===== config.mk =====
export PLATFORM = sky130hd
export DESIGN_NAME = vga_frame_ctrl_flat
export DESIGN_NICKNAME = d
export VERILOG_FILES = /design/src/rtl/vga_frame_ctrl_pkg.sv /design/src/rtl/vga_frame_ctrl_if.sv /design/src/rtl/vga_pix_mux.sv /design/src/rtl/vga_frame_ctrl.sv /design/src/flat_wrapper.sv
export SDC_FILE = /design/constraint.sdc
export NUM_CORES = 1
export LEC_CHECK = 0
export BUFFER_PORTS_ARGS = -buffer_cell sky130_fd_sc_hd__buf_2
export CORE_MARGIN = 10
export CORE_UTILIZATION = 40
export CTS_CLUSTER_DIAMETER = 200
export DETAILED_ROUTE_END_ITERATION = 7
export GPL_TIMING_DRIVEN = 0
export PLACE_DENSITY_LB_ADDON = 0.1
export SYNTH_ARGS = -nofsm -noshare
export SYNTH_HDL_FRONTEND = slang
export SYNTH_HIERARCHICAL = 1
export SYNTH_SLANG_ARGS = --single-unit

===== constraint.sdc =====
create_clock -name clk -period 3.8 [get_ports clk]
set_input_delay 0.95 -clock clk [delete_from_list [all_inputs] [get_ports clk]]
set_output_delay 0.95 -clock clk [all_outputs]
set_load 0.01 [all_outputs]

===== src/rtl/vga_frame_ctrl_pkg.sv =====
// rtl/vga_frame_ctrl_pkg.sv - shared constants, config register type and write helper
package vga_frame_ctrl_pkg;

  // Display geometry defaults, shared with vga_sync
  localparam int unsigned DEF_H_DISP = 640;
  localparam int unsigned DEF_V_DISP = 480;
  localparam int unsigned DEF_SPR_W  = 32;
  localparam int unsigned DEF_SPR_H  = 32;
  localparam int unsigned DEF_BORDER = 8;

  localparam logic [2:0] CFG_BG        = 3'd0;
  localparam logic [2:0] CFG_BORDER    = 3'd1;
  localparam logic [2:0] CFG_SPR_COLOR = 3'd2;
  localparam logic [2:0] CFG_SPR_X     = 3'd3;
  localparam logic [2:0] CFG_SPR_Y     = 3'd4;

  localparam logic [0:0] ST_IDLE = 1'b0;
  localparam logic [0:0] ST_PEND = 1'b1;

  localparam logic [11:0] RST_BG        = 12'h000;
  localparam logic [11:0] RST_BORDER    = 12'hFFF;
  localparam logic [11:0] RST_SPR_COLOR = 12'hF00;

  typedef struct packed {
    logic [11:0] bg;
    logic [11:0] border;
    logic [11:0] spr_color;
    logic [9:0]  spr_x;
    logic [9:0]  spr_y;
  } cfg_regs_t;

  localparam cfg_regs_t CFG_RESET = '{
    bg:        RST_BG,
    border:    RST_BORDER,
    spr_color: RST_SPR_COLOR,
    spr_x:     10'd0,
    spr_y:     10'd0
  };

  // Addresses 5..7 leave the register set untouched.
  function automatic cfg_regs_t cfg_write(input cfg_regs_t regs,
                                          input logic [2:0] addr,
                                          input logic [11:0] data);
    cfg_regs_t upd;
    upd = regs;
    case (addr)
      CFG_BG:        upd.bg        = data;
      CFG_BORDER:    upd.border    = data;
      CFG_SPR_COLOR: upd.spr_color = data;
      CFG_SPR_X:     upd.spr_x     = data[9:0];
      CFG_SPR_Y:     upd.spr_y     = data[9:0];
      default:       upd           = regs;
    endcase
    return upd;
  endfunction

endpackage


===== src/rtl/vga_frame_ctrl_if.sv =====
// rtl/vga_frame_ctrl_if.sv - config write/commit bus between config writer and vga_frame_ctrl
interface vga_frame_ctrl_if;

  logic        cfg_wr;
  logic [2:0]  cfg_addr;
  logic [11:0] cfg_data;
  logic        cfg_commit;
  logic        cfg_ready;
  logic        commit_done;

  modport master (
    output cfg_wr,
    output cfg_addr,
    output cfg_data,
    output cfg_commit,
    input  cfg_ready,
    input  commit_done
  );

  modport slave (
    input  cfg_wr,
    input  cfg_addr,
    input  cfg_data,
    input  cfg_commit,
    output cfg_ready,
    output commit_done
  );

endinterface


===== src/rtl/vga_pix_mux.sv =====
// rtl/vga_pix_mux.sv - combinational sprite/border/background hit tests and priority select
module vga_pix_mux
  import vga_frame_ctrl_pkg::*;
#(
  parameter int unsigned H_DISP = DEF_H_DISP,
  parameter int unsigned V_DISP = DEF_V_DISP,
  parameter int unsigned SPR_W  = DEF_SPR_W,
  parameter int unsigned SPR_H  = DEF_SPR_H,
  parameter int unsigned BORDER = DEF_BORDER
) (
  input  cfg_regs_t   act,
  input  logic        v_ON,
  input  logic [9:0]  p_x,
  input  logic [9:0]  p_y,
  output logic [11:0] rgb
);

  localparam logic [10:0] SPR_W11  = 11'(SPR_W);
  localparam logic [10:0] SPR_H11  = 11'(SPR_H);
  localparam logic [9:0]  BRD_LO   = 10'(BORDER);
  localparam logic [9:0]  BRD_X_HI = 10'(H_DISP - BORDER);
  localparam logic [9:0]  BRD_Y_HI = 10'(V_DISP - BORDER);

  logic [10:0] x11;
  logic [10:0] y11;
  logic [10:0] sx_lo;
  logic [10:0] sx_hi;
  logic [10:0] sy_lo;
  logic [10:0] sy_hi;
  logic        spr_hit;
  logic        border_hit;

  // 11-bit bounds so a sprite near column 1023 clips instead of wrapping to 0
  assign x11   = {1'b0, p_x};
  assign y11   = {1'b0, p_y};
  assign sx_lo = {1'b0, act.spr_x};
  assign sy_lo = {1'b0, act.spr_y};
  assign sx_hi = sx_lo + SPR_W11;
  assign sy_hi = sy_lo + SPR_H11;

  assign spr_hit = (x11 >= sx_lo) && (x11 < sx_hi) &&
                   (y11 >= sy_lo) && (y11 < sy_hi);

  assign border_hit = (p_x < BRD_LO) || (p_x >= BRD_X_HI) ||
                      (p_y < BRD_LO) || (p_y >= BRD_Y_HI);

  always_comb begin
    rgb = act.bg;
    if (!v_ON) begin
      rgb = 12'h000;
    end else if (spr_hit) begin
      rgb = act.spr_color;
    end else if (border_hit) begin
      rgb = act.border;
    end
  end

endmodule


===== src/rtl/vga_frame_ctrl.sv =====
// rtl/vga_frame_ctrl.sv - shadow/active display config with vblank-synchronous commit and pixel output
module vga_frame_ctrl
  import vga_frame_ctrl_pkg::*;
#(
  parameter int unsigned H_DISP = DEF_H_DISP,
  parameter int unsigned V_DISP = DEF_V_DISP,
  parameter int unsigned SPR_W  = DEF_SPR_W,
  parameter int unsigned SPR_H  = DEF_SPR_H,
  parameter int unsigned BORDER = DEF_BORDER
) (
  input  logic             clk,
  input  logic             rst,
  input  logic             utick,
  input  logic             v_ON,
  input  logic [9:0]       p_x,
  input  logic [9:0]       p_y,
  vga_frame_ctrl_if.slave  cfg,
  output logic [11:0]      rgb_pix,
  output logic [15:0]      frame_cnt
);

  localparam logic [9:0] VBLANK_ROW = 10'(V_DISP);

  logic [0:0]  state;
  cfg_regs_t   shadow;
  cfg_regs_t   active;
  logic        vblank_start;
  logic [11:0] mux_rgb;

  assign vblank_start  = utick && (p_y == VBLANK_ROW) && (p_x == 10'd0);
  assign cfg.cfg_ready = (state == ST_IDLE);

  vga_pix_mux #(
    .H_DISP (H_DISP),
    .V_DISP (V_DISP),
    .SPR_W  (SPR_W),
    .SPR_H  (SPR_H),
    .BORDER (BORDER)
  ) u_pix_mux (
    .act  (active),
    .v_ON (v_ON),
    .p_x  (p_x),
    .p_y  (p_y),
    .rgb  (mux_rgb)
  );

  // A commit requested on the vblank_start cycle itself only reaches PEND,
  // so the copy happens at the following vblank_start.
  always_ff @(posedge clk) begin
    if (rst) begin
      state           <= ST_IDLE;
      shadow          <= CFG_RESET;
      active          <= CFG_RESET;
      cfg.commit_done <= 1'b0;
      rgb_pix         <= 12'h000;
      frame_cnt       <= 16'd0;
    end else begin
      cfg.commit_done <= 1'b0;
      if (vblank_start) begin
        frame_cnt <= frame_cnt + 16'd1;
      end
      if (utick) begin
        rgb_pix <= mux_rgb;
      end
      case (state)
        ST_IDLE: begin
          if (cfg.cfg_wr) begin
            shadow <= cfg_write(shadow, cfg.cfg_addr, cfg.cfg_data);
          end
          if (cfg.cfg_commit) begin
            state <= ST_PEND;
          end
        end
        ST_PEND: begin
          if (vblank_start) begin
            active          <= shadow;
            cfg.commit_done <= 1'b1;
            state           <= ST_IDLE;
          end
        end
        default: state <= ST_IDLE;
      endcase
    end
  end

endmodule

===== src/flat_wrapper.sv =====
// flat-port wrapper written by rule: the top's interface ports become plain ports
module vga_frame_ctrl_flat import vga_frame_ctrl_pkg::*;
#(
  parameter int unsigned H_DISP = DEF_H_DISP,
  parameter int unsigned V_DISP = DEF_V_DISP,
  parameter int unsigned SPR_W  = DEF_SPR_W,
  parameter int unsigned SPR_H  = DEF_SPR_H,
  parameter int unsigned BORDER = DEF_BORDER
)
  (clk, rst, utick, v_ON, p_x, p_y, rgb_pix, frame_cnt, cfg_cfg_wr, cfg_cfg_addr, cfg_cfg_data, cfg_cfg_commit, cfg_cfg_ready, cfg_commit_done);
  vga_frame_ctrl_if cfg_i ();
  input  logic clk;
  input  logic rst;
  input  logic utick;
  input  logic v_ON;
  input  logic [9:0] p_x;
  input  logic [9:0] p_y;
  output logic [11:0] rgb_pix;
  output logic [15:0] frame_cnt;
  input wire logic [$bits(cfg_i.cfg_wr)-1:0] cfg_cfg_wr;
  input wire logic [$bits(cfg_i.cfg_addr)-1:0] cfg_cfg_addr;
  input wire logic [$bits(cfg_i.cfg_data)-1:0] cfg_cfg_data;
  input wire logic [$bits(cfg_i.cfg_commit)-1:0] cfg_cfg_commit;
  output wire logic [$bits(cfg_i.cfg_ready)-1:0] cfg_cfg_ready;
  output wire logic [$bits(cfg_i.commit_done)-1:0] cfg_commit_done;
  assign cfg_i.cfg_wr = cfg_cfg_wr;
  assign cfg_i.cfg_addr = cfg_cfg_addr;
  assign cfg_i.cfg_data = cfg_cfg_data;
  assign cfg_i.cfg_commit = cfg_cfg_commit;
  assign cfg_cfg_ready = cfg_i.cfg_ready;
  assign cfg_commit_done = cfg_i.commit_done;
  vga_frame_ctrl #(.H_DISP(H_DISP), .V_DISP(V_DISP), .SPR_W(SPR_W), .SPR_H(SPR_H), .BORDER(BORDER)) u_core (.clk(clk), .rst(rst), .utick(utick), .v_ON(v_ON), .p_x(p_x), .p_y(p_y), .cfg(cfg_i), .rgb_pix(rgb_pix), .frame_cnt(frame_cnt));
endmodule

; After elaboration in Yosys (flattened, before gate mapping)
; Index checks and enable logic that the tools add are counted.
[word_totals]
n_memories = 0
ff_bits = 142
mem_bits_rw = 0
latch_bits = 0
mem_bits_ro = 0
[op_classes]
multipliers = 0
muxes = 7
order_cmp = 8
n_bitwise = 1
shift = 0
n_eq_ne = 5
n_reduce_logical = 17
add_sub_neg = 3
n_div = 0
[op_table]
columns = op, count
row1 = $mux W12, 3
row2 = $add A10 B6 Y11 const B, 2
row3 = $lt A10 B11 Y1, 2
row4 = $ge A10 B10 Y1, 2
row5 = $lt A10 B4 Y1 const B, 2
row6 = $add A16 B1 Y16 const B, 1
row7 = $reduce_and A3 Y1, 5
row8 = $eq A10 B9 Y1 const B, 1
row9 = $ge A10 B10 Y1 const B, 1
row10 = $ge A10 B9 Y1 const B, 1
row11 = $logic_not A10 Y1, 1
row12 = $eq A3 B2 Y1 const B, 2
row13 = $logic_and A1 B1 Y1, 5
row14 = $eq A3 B1 Y1 const B, 1
row15 = $eq A3 B3 Y1 const B, 1
row16 = $logic_not A3 Y1, 1
row17 = $logic_or A1 B1 Y1, 3
row18 = $mux W1, 3
row19 = $pmux W1 S2, 1
row20 = $reduce_and A2 Y1, 1
row21 = $reduce_or A2 Y1, 1
row22 = $not A1 Y1, 1

; Logic depth before layout (Yosys ltp)
[logic_depth]
word_depth = 7
ltp_mapped = 13
mapped_depth_nobuf = 12

; Modules after synthesis
; The synthesis kept the hierarchy.
[by_module_without_submodules]
columns = module, area_per_inst_um2, seq_area_each_um2, n_inst, cells_per_inst
row1 = vga_frame_ctrl, 5363.9, 2842.7, 1, 579
row2 = vga_pix_mux, 1326.3, 0.0, 1, 175

; Least setup slack after synthesis
; No wires, ideal clock.
[synth_path]
path_type = in2reg
from = input p_y[0]
to = register u_core.rgb_pix[10]
cell_stages = 11
arrival_time_ns = 2.710
slack_ns = 1.025
cell_sequence = inv_1 ha_1 nand2b_1 a211oi_1 nor3_1 o31ai_1 clkbuf_1 o41ai_1 a21oi_2 mux2i_1 nor2_1
[synth_via]
elab_chain_len = 6
word_cells_on_any_way = 11
cone_classes = order compare: 4 / mux: 3 / reduce/logical: 4
[synth_rtl]
columns = item, line
row1 = start: declaration, flat_wrapper.sv:17  ; input logic [9:0] p_y;
row2 = $lt A10 B4 Y1, vga_pix_mux.sv:45  ; (p_y < BRD_LO) || (p_y >= BRD_Y_HI);
row3 = $logic_or A1 B1 Y1, vga_pix_mux.sv:44  ; assign border_hit = (p_x < BRD_LO) || (p_x >= BRD_X_HI) ||
row4 = $logic_or A1 B1 Y1, vga_pix_mux.sv:45
row5 = $mux W12, vga_pix_mux.sv:53  ; end else if (border_hit) begin
row6 = $mux W12 *, vga_pix_mux.sv:51  ; end else if (spr_hit) begin
row7 = $mux W12 *, vga_pix_mux.sv:49  ; if (!v_ON) begin
row8 = via u_core.mux_rgb[10], vga_frame_ctrl.sv:28  ; logic [11:0] mux_rgb;
row9 = end signal: assignment, vga_frame_ctrl.sv:63  ; rgb_pix <= mux_rgb;
row10 = end: declaration, vga_frame_ctrl.sv:18  ; output logic [11:0] rgb_pix,
; The timed path passes the listed nets; every way through them passes the cells marked *.
; A chain may end at the register's enable or synchronous reset.

; Worst setup path in the final report
[layout_path]
from = input p_y[0]
to = register u_core.rgb_pix[7]
; The elaborated chain is that of the path after synthesis.

==> reports/qor.yml <==
final.setup_skew_ps: 13.64
antenna_found_initial: 0
synth_area_sq_um: 6690
antenna_cells: 0
fin_area_sq_um: 7956
core_area_sq_um: 16470
drtPass1Iterations: 4
irDropWorstVdd_uv: 308.1
clock.fmax_ghz: 0.3255
path_delay_family: "compound AO/OA/AOI/OAI gates"
finalCriticalPeriod_ps: 3073
synthMuxAreaShare_pct: 9.594
grt_pass1_vias: 5692
final_antenna_net_count: 0
cp_data_arrival_time_ps: 3430
cts_tree: "built"
layout_commonest_cell: "dfxtp_1"
synth-seq-cells: 142
crit_slowest_cell: "o31ai_1"
synth_top_family_by_area: "simple AND/OR/NAND/NOR gates"
grt_overflow_total: 0
placed_area_sq_um: 7306
dieArea_sq_um: 22300
htree_levels: 4
maxSlewHeadroom_pct: 47.56
p_seq_share_pct: 42.5
fin_setup_tns_ps: 0
synthFlopType: "dfxtp_1"
slew_viol_final: 0
syn-mean-instance-area_sq_um: 8.873
pin_count: 71
most-common-layout-cells: "dfxtp_1 (142), nand2_1 (125), buf_2 (79)"
status: "finished, final reports clean"
rsz0062_at_grt: "false"
critPathMaxFanout: 10
crit_type: "input port to flip-flop"
total_leakage_power_uw: 0.003383
synth_xor_area_share_pct: 2.618
cts_sinks: 142
intPower_uw: 2788
drt_wl_total_mm: 18.25
rows: 47
startpoint_type: "input port"
power_density_nw_per_um2: 450.0
io_buffers: 68
synth_cell_type_count: 48
vias: 5547
synthArstFlopShare_pct: 0
tightestPinTransition_ps: 786.6
max-cap-violations: 0
dpl.hpwl_mm: 13.91
syn_nets: 828
endpoint_kind: "flip-flop"
syn2layout_area_growth_pct: 18.93
grt.total_usage_pct: 16.72
gp_congestion: 0.8435
clk-insertion-delay-late_ps: 420
wl_per_cell_um: 17.01
dieWidth_um: 149.3
cp_slowest_stage_delay_ps: 610
synthCells: 754
finalSetupViolCount: 0
postCtsHoldBufs: 0
finalCritPeriodShare_pct: 80.86
drtIter0Drc: 303
post_cts_buffers: 0
path_buf_inv: 3
cts_buffers: 17
drive_gt1_share_pct: 16.76
synthSimpleGateAreaFrac_pct: 22.39
synth_top_area_share_pct: 42.49
seq_area_frac_synth_pct: 42.49
die_h_um: 149.3
vias_per_cell: 5.170
cp.required_ps: 4160
netlist_top_cells_area: "dfxtp_1 (42%), mux2i_1 (9.4%), nand2_1 (7.0%)"
clockRootBuffer: "clkbuf_16"
start_util_pct: 40.63
crit_chain: "buf_2 > inv_1 > ha_1 > nand2b_1 > a211oi_1 > nor3_1 > o31ai_1 > clkbuf_1 > o41ai_1 > a21oi_2 > mux2i_1 > nor2_1"
synth.largest_area_cell: "dfxtp_1"
nets: 915
path_clk_slew_ps: 60
cts_resized: 0
synth-edff-count: 0
comb_power_share_pct: 7.1
swShare_pct: 22.15
power_frac_clock_pct: 50.4
synth-adder-area-share_pct: 6.172
grt_pass1_wl_mm: 29.49
ys.warnings.count: 6
p_switching_uw: 793.0
grt_max_degree: 17
hold_violations: 0
min_path_type: "flip-flop to flip-flop"
clockBufferDepth: 2
remaining_drc_errors: 0
synth_compound_area_share_pct: 11.82
worst paths after layout:
| check | start | to | slack (ps) | cells past startpoint |
|---|---|---|---|---|
| hold / removal | u_core/active[12] | u_core/active[12] | 450 | 2 |
| setup / recovery | p_y[0] | u_core/rgb_pix[7] | 730 | 12 |
| setup reg to reg | u_core/active[15] | u_core/rgb_pix[9] | 940 | 13 |
| hold reg to reg | u_core/active[12] | u_core/active[12] | 450 | 2 |
power by group through the flow:
stage,registers (uW),logic (uW),clock network (uW)
2_1_floorplan,1550,148,0
3_3_place_gp,1550,246,0
3_5_place_dp,1550,253,0
4_1_cts,1520,254,1830
5_1_grt,1520,280,1900
6_report,1520,252,1810
through the flow:
step / instances / util [%] / setup slack, ps / power [uW] / hold WS [ps]
final: 1073 / 48.32 / 727.4 / 3581 / 454.2
after floorplan: 754 / - / 1025 / 1702 / 431.2
after global placement: 1042 / 44.37 / 382.6 / 1800 / 438.5
after detailed placement: 1042 / 44.37 / 356.7 / 1807 / 444.4
after global routing: 1073 / 48.32 / 549.2 / 3705 / 471.6
after CTS: 1073 / 48.32 / 795.7 / 3606 / 452.5
layer usage:
layer  track usage [%]  vias up  share of wire [%]
met5                 0        -                  0
met4             4.220        0               0.55
met3             4.157        6                4.9
met2             29.16      102                 51
met1             20.07     2659                 44
li1                  -     2780                  -
layout make-up:
cell class                      instances  area [sq um]
Buffer                                 44         216.5
Clock buffer                           22         494.2
Clock inverter                          9         156.4
Fill cell                            1639          8509
Inverter                               30         112.6
Multi-Input combinational cell        538          3518
Sequential cell                       142          2843
Tap cell                              220         275.3
Timing Repair Buffer                   68         340.3
sequential cells by signal (all words and copies together) (netlist names):
signal                  flops
u_core/state                1
u_core/frame_cnt           16
u_core/shadow              56
u_core/rgb_pix             12
u_core/cfg.commit_done      1
u_core/active              56
tightest hold or removal path, cell delays in order, from the launching register on:
cell and delay (ps):
dfxtp_1 310, nand2_1 50, a21oi_1 50
cells by family after synthesis:
group / count (synthesis)
buf+inv: 74
simple gates: 301
mux: 64
flops: 142
fa+ha+maj: 33
compound gates: 120
xor+xnor: 20
Yosys cell counts (2+ instances only):
master    count
mux2i_1      63
nand2b_1      3
o21ai_0       6
buf_6         4
buf_2        11
xnor2_1      18
dfxtp_1     142
ha_1         33
clkbuf_1     26
nand4_1       9
a211o_1      16
nand3b_1     19
nor4_1        6
a21oi_2      11
nand3_1      14
and4_1        6
o41ai_1      12
nor3_1       10
nor4_2        5
a211oi_1      4
buf_4         2
o31ai_1       2
or3_4         2
inv_1        30
a21oi_1      61
nor2_1       78
nand2_1     125
xor2_1        2
o211ai_1      2
nor2b_1      14
Note: power is estimated with default switching activity, not from simulation.
